$ cat src/rtl/pc_sequencer.sv
`default_nettype none
// ============================================================================
// Module   : pc_sequencer
// Purpose  : Fetch-side program counter. Steps by 4 on each fetch handshake,
//            redirects through an external registered offset adder, and
//            vectors to TRAP_VECTOR on a trap request.
// Options  : define PC_ALIGN_CHECK_EN to trap misaligned branch targets in
//            a sticky FAULT state instead of silently aligning them.
// Revision : 1.0  initial release
// ============================================================================
module pc_sequencer #(
  parameter logic [31:0] RESET_VECTOR = 32'h0000_0000,
  parameter logic [31:0] TRAP_VECTOR  = 32'h0000_0010
) (
  input  logic        clk,
  input  logic        reset_n,
  output logic        fetch_valid,
  input  logic        fetch_ready,
  output logic [31:0] pc_out,
  input  logic        branch_req,
  output logic        branch_ready,
  input  logic [31:0] branch_pc,
  input  logic [31:0] branch_offset,
  output logic [31:0] adder_a,
  output logic [31:0] adder_b,
  input  logic [31:0] target_in,
  input  logic        trap_req,
  output logic        misalign_fault
);

  localparam logic [1:0] c_st_run   = 2'd0;
  localparam logic [1:0] c_st_wait  = 2'd1;
`ifdef PC_ALIGN_CHECK_EN
  localparam logic [1:0] c_st_fault = 2'd2;
`endif

  logic [1:0]  r_state;
  logic [31:0] r_pc;
  logic        r_fetch_valid;
  logic        r_misalign_fault;

  logic [1:0]  w_state_nxt;
  logic [31:0] w_pc_nxt;
  logic        w_fetch_valid_nxt;
  logic        w_misalign_fault_nxt;

  always_ff @(posedge clk or negedge reset_n) begin
    if (!reset_n) begin
      r_state          <= c_st_run;
      r_pc             <= RESET_VECTOR;
      r_fetch_valid    <= 1'b0;
      r_misalign_fault <= 1'b0;
    end else begin
      r_state          <= w_state_nxt;
      r_pc             <= w_pc_nxt;
      r_fetch_valid    <= w_fetch_valid_nxt;
      r_misalign_fault <= w_misalign_fault_nxt;
    end
  end

  always_comb begin
    w_state_nxt          = r_state;
    w_pc_nxt             = r_pc;
    w_fetch_valid_nxt    = r_fetch_valid;
    w_misalign_fault_nxt = r_misalign_fault;
    if (trap_req) begin
      w_state_nxt          = c_st_run;
      w_pc_nxt             = TRAP_VECTOR;
      w_fetch_valid_nxt    = 1'b1;
      w_misalign_fault_nxt = 1'b0;
    end else begin
      case (r_state)
        c_st_run: begin
          // A branch wins over a same-cycle handshake: old PC is consumed, no +4.
          if (branch_req) begin
            w_state_nxt       = c_st_wait;
            w_fetch_valid_nxt = 1'b0;
          end else begin
            w_fetch_valid_nxt = 1'b1;
            if (r_fetch_valid && fetch_ready) begin
              w_pc_nxt = r_pc + 32'd4;
            end
          end
        end
        c_st_wait: begin
`ifdef PC_ALIGN_CHECK_EN
          w_pc_nxt = target_in;
          if (target_in[1:0] != 2'b00) begin
            w_state_nxt          = c_st_fault;
            w_fetch_valid_nxt    = 1'b0;
            w_misalign_fault_nxt = 1'b1;
          end else begin
            w_state_nxt       = c_st_run;
            w_fetch_valid_nxt = 1'b1;
          end
`else
          w_pc_nxt          = {target_in[31:2], 2'b00};
          w_state_nxt       = c_st_run;
          w_fetch_valid_nxt = 1'b1;
`endif
        end
`ifdef PC_ALIGN_CHECK_EN
        c_st_fault: begin
          w_fetch_valid_nxt = 1'b0;
        end
`endif
        default: begin
          w_state_nxt       = c_st_run;
          w_fetch_valid_nxt = 1'b0;
        end
      endcase
    end
  end

  always_comb begin
    branch_ready   = (r_state == c_st_run);
    adder_a        = branch_pc;
    adder_b        = branch_offset;
    fetch_valid    = r_fetch_valid;
    pc_out         = r_pc;
    misalign_fault = r_misalign_fault;
  end

`ifndef PC_ALIGN_CHECK_EN
  // Low target bits are dropped when alignment checking is compiled out.
  logic [1:0] w_unused_tgt_lsbs;
  assign w_unused_tgt_lsbs = target_in[1:0];
`endif

endmodule
`default_nettype wire

$ cat config.mk
export PLATFORM = sky130hd
export DESIGN_NAME = pc_sequencer
export DESIGN_NICKNAME = d
export VERILOG_FILES = /design/src/rtl/pc_sequencer.sv
export SDC_FILE = /design/constraint.sdc
export NUM_CORES = 1
export LEC_CHECK = 0
export CORE_AREA = 5 5 98 100
export DETAILED_ROUTE_END_ITERATION = 6
export DIE_AREA = 0 0 103 105
export PLACE_DENSITY = 0.86
export SKIP_CTS_REPAIR_TIMING = 1
export SYNTH_ARGS = -nofsm -noshare
export SYNTH_HDL_FRONTEND = slang
export SYNTH_SLANG_ARGS = --single-unit
$ cat constraint.sdc
create_clock -name clk -period 2.1 [get_ports clk]
set_clock_uncertainty 0.2 [all_clocks]
set_input_delay 0.21 -clock clk [delete_from_list [all_inputs] [get_ports clk]]
set_output_delay 0.21 -clock clk [all_outputs]
set_load 0.02 [all_outputs]
==> results of run 1 <==
## power groups by stage
stage / clock network [mW] / registers (mW) / logic (mW)
after floorplan: 0 / 0.796 / 0.314
after global routing: 0.634 / 0.728 / 0.520
after global placement: 0 / 0.728 / 0.466
final: 0.609 / 0.721 / 0.484
after detailed placement: 0 / 0.732 / 0.472
after CTS: 0.607 / 0.720 / 0.474
## layer usage
layer / vias up / wire [um]
met4: 0 / 180
met2: 134 / 3890
met1: 1198 / 3260
met5: - / 0
li1: 1130 / -
met3: 36 / 690
## registers in the layout (all words and copies together), names as in the netlist
| name | cells |
|---|---|
| pc_out | 30 |
| fetch_valid | 1 |
| r_state | 1 |
## kinds of logic (layout without fill, tap and decap cells)
group,count (synthesis),count (layout),synth area share [%]
compound gates,53,53,16.0
xor+xnor,10,10,3.37
fa+ha+maj,1,1,0.481
buf+inv,93,126,23.7
flops,32,32,30.8
mux,2,2,0.770
other cells,1,3,0.144
simple gates,113,114,24.7
## worst max-delay path, cell delays in order (launching register included)
cell      delay [ps]
dfrtp_2          370
nand4_1          150
or4_2            800
o31ai_1          310
a311oi_2         130
## metrics by stage
stage	setup TNS [ps]	hold slack (ps)	utilization [%]
3_5_place_dp	-2490	220	36.6
3_3_place_gp	-1720	220	36.6
2_1_floorplan	-596	-286	-
5_1_grt	-223	171	39.2
4_1_cts	-69.6	129	37.9
6_report	-1.86	123	39.2
## area by class of cell
class,instances,area [um2]
multi-input cells,183,1280
flip-flops and latches,32,816
clock inverters,3,42.5
inverters,8,30.0
fillers,862,5230
repair buffers,110,995
clock buffers,5,68.8
well taps,108,135
## how the worst min path moves through the flow
stage	endpoint	from	slack [ps]
after floorplan	fetch_valid	reset_n	-290
after global placement	adder_a[24]	branch_pc[24]	220
after detailed placement	adder_a[24]	branch_pc[24]	220
after CTS	pc_out[6]	reset_n	130
after global routing	pc_out[7]	reset_n	170
final	pc_out[6]	reset_n	120
## placed cells by master, fill, tap and decap left out, types with 4 or more instances in the layout
cell type        count
a211oi_1            11
a311oi_1             7
buf_4               43
clkbuf_8             5
clkdlybuf4s50_1     66
dfrtp_1             20
dfrtp_2             12
inv_1                8
nand2_1             14
nand3_1             10
nand4_1             11
nor2_1              23
nor3_1               7
o21ai_0              6
o31ai_1              5
or3_1                6
or4_1                6
xnor2_1              6
xor2_1               4
==> impl_metrics.csv, run 1 <==
group,metric,value,unit
timing,fin_crit,2100,ps
setup_path,worstSetupPathType,"flip-flop to flip-flop",
setup_path,r2r_start,"pc_out[15]",
placement,place_ws,-230,ps
layout,drive_gt1_share,25.2,%
timing,hold_violations,0,
clock_network,cts_root_buffer,"clkbuf_8",
floorplan,ioPinCount,200,
power_and_ir_drop,power.switching,0.552,mW
placement,placed_cell_area,0.00315,mm2
layout,instances_no_fill,449,
hold_path,worstHoldPathType,"input port to asynchronous set/reset pin",
routing,firstDrtPassIters,4,
clock_network,clk_latency,300,ps
routing,post_drt_wl_per_cell,17.9,um
synth,synth_seq_cells,32,
layout,final_cell_area,0.00336,mm2
clock_network,cts_tree,"built",
routing,drt_iter0_markers,187,
power_and_ir_drop,finalPower,1.81,mW
power_and_ir_drop,clockPowerShare,33.6,%
placement,dp_hpwl,5940,um
synth,syn-cell-area,0.00260,mm2
synth,seq_area_frac_synth,30.8,%
placement,gp_congestion,0.895,
synth,yosys_warnings,0,
floorplan,die_area,0.0108,mm2
clock_network,cts_htree_levels,2,
clock_network,clkSinkCount,32,
setup_path,crit_path_max_fanout,6,
global_routing,overflow,0,
synth,synth_edf_count,0,
synth,synthArstFlopShare,100,%
synth,synthFlopType,"dfrtp_1",
setup_path,crit_start,"pc_out[15]",
floorplan,die_h,105,um
synth,netlist_top_cells_area,"dfrtp_1 (31%), buf_4 (19%), nor2_1 (3.3%)",
setup_path,critPathCaptureType,"flip-flop",
global_routing,grt.busiest_layer,"met2",
routing,viasPerCell,5.56,
clock_network,cts.clk_slew.worst_paths,80,ps
clock_network,clk_path_buf_depth,2,
power_and_ir_drop,swShare,30.4,%
setup_path,required,2050,ps
timing,rsz0062_at_grt,"true",
synth,yosys.area.top_type_share,30.8,%
synth,yosys-top-cells-count,"buf_4 (67), dfrtp_1 (32), nor2_1 (23)",
timing,min_period_over_period,100,%
clock_network,numCtsBuffers,5,
floorplan,die_w,103,um
layout,areaGrowthSynthToFinish,29.5,%
outcome,status,"finished, violations left",
layout,fin_nets,442,
routing,via_count,2498,
global_routing,antenna_found_initial,0,
setup_path,timing.rr.end,"pc_out[24]",
power_and_ir_drop,irDropWorstVdd,0.000270,V
setup_path,crit_arrival,2060,ps
floorplan,start_util,30.2,%
floorplan,core_area,0.00859,mm2
routing,antenna_left,0,
synth,syn_area_per_cell,8.52,um2
timing,fin_ws,-1.86,ps
layout,insertedDiodeCount,0,
placement,port_buffers,66,
floorplan,rows,34,
job,cap_violations,0,
global_routing,grt_first_pass_wirelength,12500,um
global_routing,met3_usage,4.20,%
power_and_ir_drop,combPwrFrac,26.7,%
synth,yosysMostFrequentCell,"buf_4",
outcome,violations,"setup timing",
synth,synth_cell_types,49,
timing,fmax,0.476,GHz
routing,drc_errors,0,
setup_path,reg2reg_depth,4,
global_routing,grtUsageTotal,14.4,%
setup_path,start_kind,"flip-flop",
power_and_ir_drop,intPower,1.26,mW
placement,place_inst,436,
synth,yosysTopAreaCell,"dfrtp_1",
power_and_ir_drop,p_leak,1.23,nW
power_and_ir_drop,power.density,539,mW/mm2
global_routing,met1_usage,16.7,%
synth,netlist_instances,305,
setup_path,reg2reg_slack,-2,ps
timing,setup_viol,1,
global_routing,grt_pass1_vias,2525,
global_routing,grtUsageMet2,23.9,%
timing,slew_violations,0,
global_routing,grt_max_degree,33,
power_and_ir_drop,seq_power_share,39.7,%
routing,drt_wl_total,8020,um
setup_path,endpoint,"pc_out[24]",
Note: power is estimated with default switching activity, not from simulation.
==> run 2: changes to the inputs <==
--- a/config.mk
+++ b/config.mk
@@ -8,6 +8,7 @@
 export CORE_AREA = 5 5 98 100
 export DETAILED_ROUTE_END_ITERATION = 6
 export DIE_AREA = 0 0 103 105
+export GPL_ROUTABILITY_DRIVEN = 0
 export PLACE_DENSITY = 0.86
 export SKIP_CTS_REPAIR_TIMING = 1
 export SYNTH_ARGS = -nofsm -noshare
==> run 2 against run 1 <==
Net effect: the flow now finishes without violations; setup slack better by 33 ps; combinational power is 0.8% higher; sequential share of layout area down 0.17 points; first-iteration DRC count up 29%.
==> impl_metrics.csv, run 2 (synthesized netlist as in run 1, its figures left out) <==
group,metric,value,unit
outcome,status,"completed",
routing,drt_iter0_markers,242,
power_and_ir_drop,power.switching,0.535,mW
layout,fin_nets,444,
layout,final_util,39.5,%
power_and_ir_drop,combPwrFrac,27.9,%
setup_path,start_kind,"flip-flop",
layout,fillers,840,
routing,post_drt_wl_per_cell,18.3,um
power_and_ir_drop,swShare,30.6,%
setup_path,reg2reg_slack,30,ps
power_and_ir_drop,p_leak,1.24,nW
floorplan,core_area,0.00859,mm2
layout,areaGrowthSynthToFinish,30.6,%
setup_path,worstSetupPathType,"flip-flop to flip-flop",
power_and_ir_drop,power.density,515,mW/mm2
routing,drc_errors,0,
setup_path,cp_num_buf_inv,0,
job,cap_violations,0,
clock_network,cts_tree,"built",
global_routing,overflow,0,
placement,port_buffers,66,
routing,viasPerCell,5.65,
global_routing,grt_max_degree,33,
setup_path,crit_path_max_fanout,6,
routing,drt_wl_total,8270,um
floorplan,ioPinCount,200,
clock_network,cts_root_buffer,"clkbuf_8",
timing,setup_viol,0,
timing,slew_violations,0,
global_routing,grtUsageTotal,14.3,%
floorplan,start_util,30.2,%
setup_path,critical-path-top-delay-family,"simple AND/OR/NAND/NOR gates",
setup_path,required,2090,ps
floorplan,die_w,103,um
layout,insertedDiodeCount,0,
timing,fmax,0.483,GHz
timing,hold_violations,0,
global_routing,antenna_found_initial,0,
setup_path,timing.rr.end,"pc_out[24]",
setup_path,path_cells,"nand4_1 -> or4_4 -> or4_4 -> a311oi_2",
routing,firstDrtPassIters,5,
timing,finalSetupTns,0,ps
global_routing,grt_pass1_vias,2522,
setup_path,reg2reg_depth,4,
routing,via_count,2549,
clock_network,numCtsBuffers,5,
clock_network,cts_htree_levels,2,
global_routing,grt_first_pass_wirelength,12400,um
timing,fin_crit,2070,ps
power_and_ir_drop,finalPower,1.75,mW
layout,layout_common_cells,"clkdlybuf4s50_1 (66), buf_4 (45), nor2_1 (23)",
power_and_ir_drop,irDropWorstVdd,0.000327,V
floorplan,die_h,105,um
setup_path,critPathMaxStageDelay,570,ps
layout,drive_gt1_share,26.8,%
timing,min_period_over_period,98.5,%
power_and_ir_drop,clockPowerShare,30.6,%
clock_network,clk_latency,290,ps
timing,fin_hold_ws,136,ps
setup_path,critPathCaptureType,"flip-flop",
clock_network,clkSinkCount,32,
layout,final_common_cell,"clkdlybuf4s50_1",
floorplan,die_area,0.0108,mm2
placement,dp_hpwl,6050,um
setup_path,crit_start,"pc_out[12]",
clock_network,clk_path_buf_depth,2,
setup_path,path_common_cell,"or4_4",
timing,rsz0062_at_grt,"true",
power_and_ir_drop,intPower,1.21,mW
setup_path,r2r_start,"pc_out[12]",
clock_network,cts.clk_slew.worst_paths,70,ps
power_and_ir_drop,seq_power_share,41.5,%
setup_path,crit_arrival,2060,ps
routing,antenna_left,0,
setup_path,crit_slowest_cell,"or4_4",
hold_path,worstHoldPathType,"input port to asynchronous set/reset pin",
floorplan,rows,34,
layout,largest_register_ffs,30,
run 2: cell count changes in the layout (fill, tap and decap cells not counted), sizes merged:
cell	previous run	this run
clkbuf	5	8
buf	44	46
bufinv	1	0
clkinv	1	0
clkinvlp	1	0
run 2: area by class of cell:
| class | instances | area [um2] | share of cell area, % |
|---|---|---|---|
| Clock buffer | 8 | 100 | 2.95 |
| Sequential cell | 32 | 817 | 24.1 |
| Timing Repair Buffer | 112 | 1010 | 29.8 |
| Inverter | 8 | 30.0 | 0.885 |
| Tap cell | 108 | 135 | 3.98 |
| Multi-Input combinational cell | 183 | 1300 | 38.3 |
run 2: worst max-delay path by stage:
stage / endpoint / slack [ps] / cells past startpoint
after CTS: pc_out[24] / -60 / 5
after global placement: pc_out[23] / -190 / 5
after floorplan: pc_out[26] / -150 / 6
final: pc_out[24] / 30 / 4
after detailed placement: pc_out[23] / -240 / 5
after global routing: pc_out[24] / -30 / 4
run 2: metrics by stage:
stage | instance area, um2 | worst slack, ps | instances
3_3_place_gp | 3150 | -193 | 436
3_5_place_dp | 3150 | -244 | 436
4_1_cts | 3250 | -62.9 | 444
2_1_floorplan | 2650 | -152 | 307
5_1_grt | 3390 | -31.2 | 451
6_report | 3390 | 30.9 | 451
run 2: power by group through the flow:
| stage | combinational [mW] | clock (mW) | sequential, mW |
|---|---|---|---|
| 6_report | 0.488 | 0.535 | 0.726 |
| 2_1_floorplan | 0.314 | 0 | 0.796 |
| 3_3_place_gp | 0.465 | 0 | 0.728 |
| 5_1_grt | 0.522 | 0.566 | 0.732 |
| 3_5_place_dp | 0.472 | 0 | 0.731 |
| 4_1_cts | 0.474 | 0.536 | 0.720 |
run 2: per-layer routing:
layer / vias to the layer above / part of all wire, % / track usage [%]
li1: 1136 / - / -
met1: 1202 / 39 / 16.5
met2: 167 / 48 / 23.4
met3: 44 / 9.2 / 4.60
met4: 0 / 3.2 / 7.31
met5: - / 0 / 0
==> run 3: changes to the inputs <==
--- a/config.mk
+++ b/config.mk
@@ -5,6 +5,7 @@
 export SDC_FILE = /design/constraint.sdc
 export NUM_CORES = 1
 export LEC_CHECK = 0
+export ABC_CLOCK_PERIOD_IN_PS = 2100
 export CORE_AREA = 5 5 98 100
 export DETAILED_ROUTE_END_ITERATION = 6
 export DIE_AREA = 0 0 103 105
==> results of run 3 <==
Same layout as run 2: the final DEF is identical, and so are final timing and power.
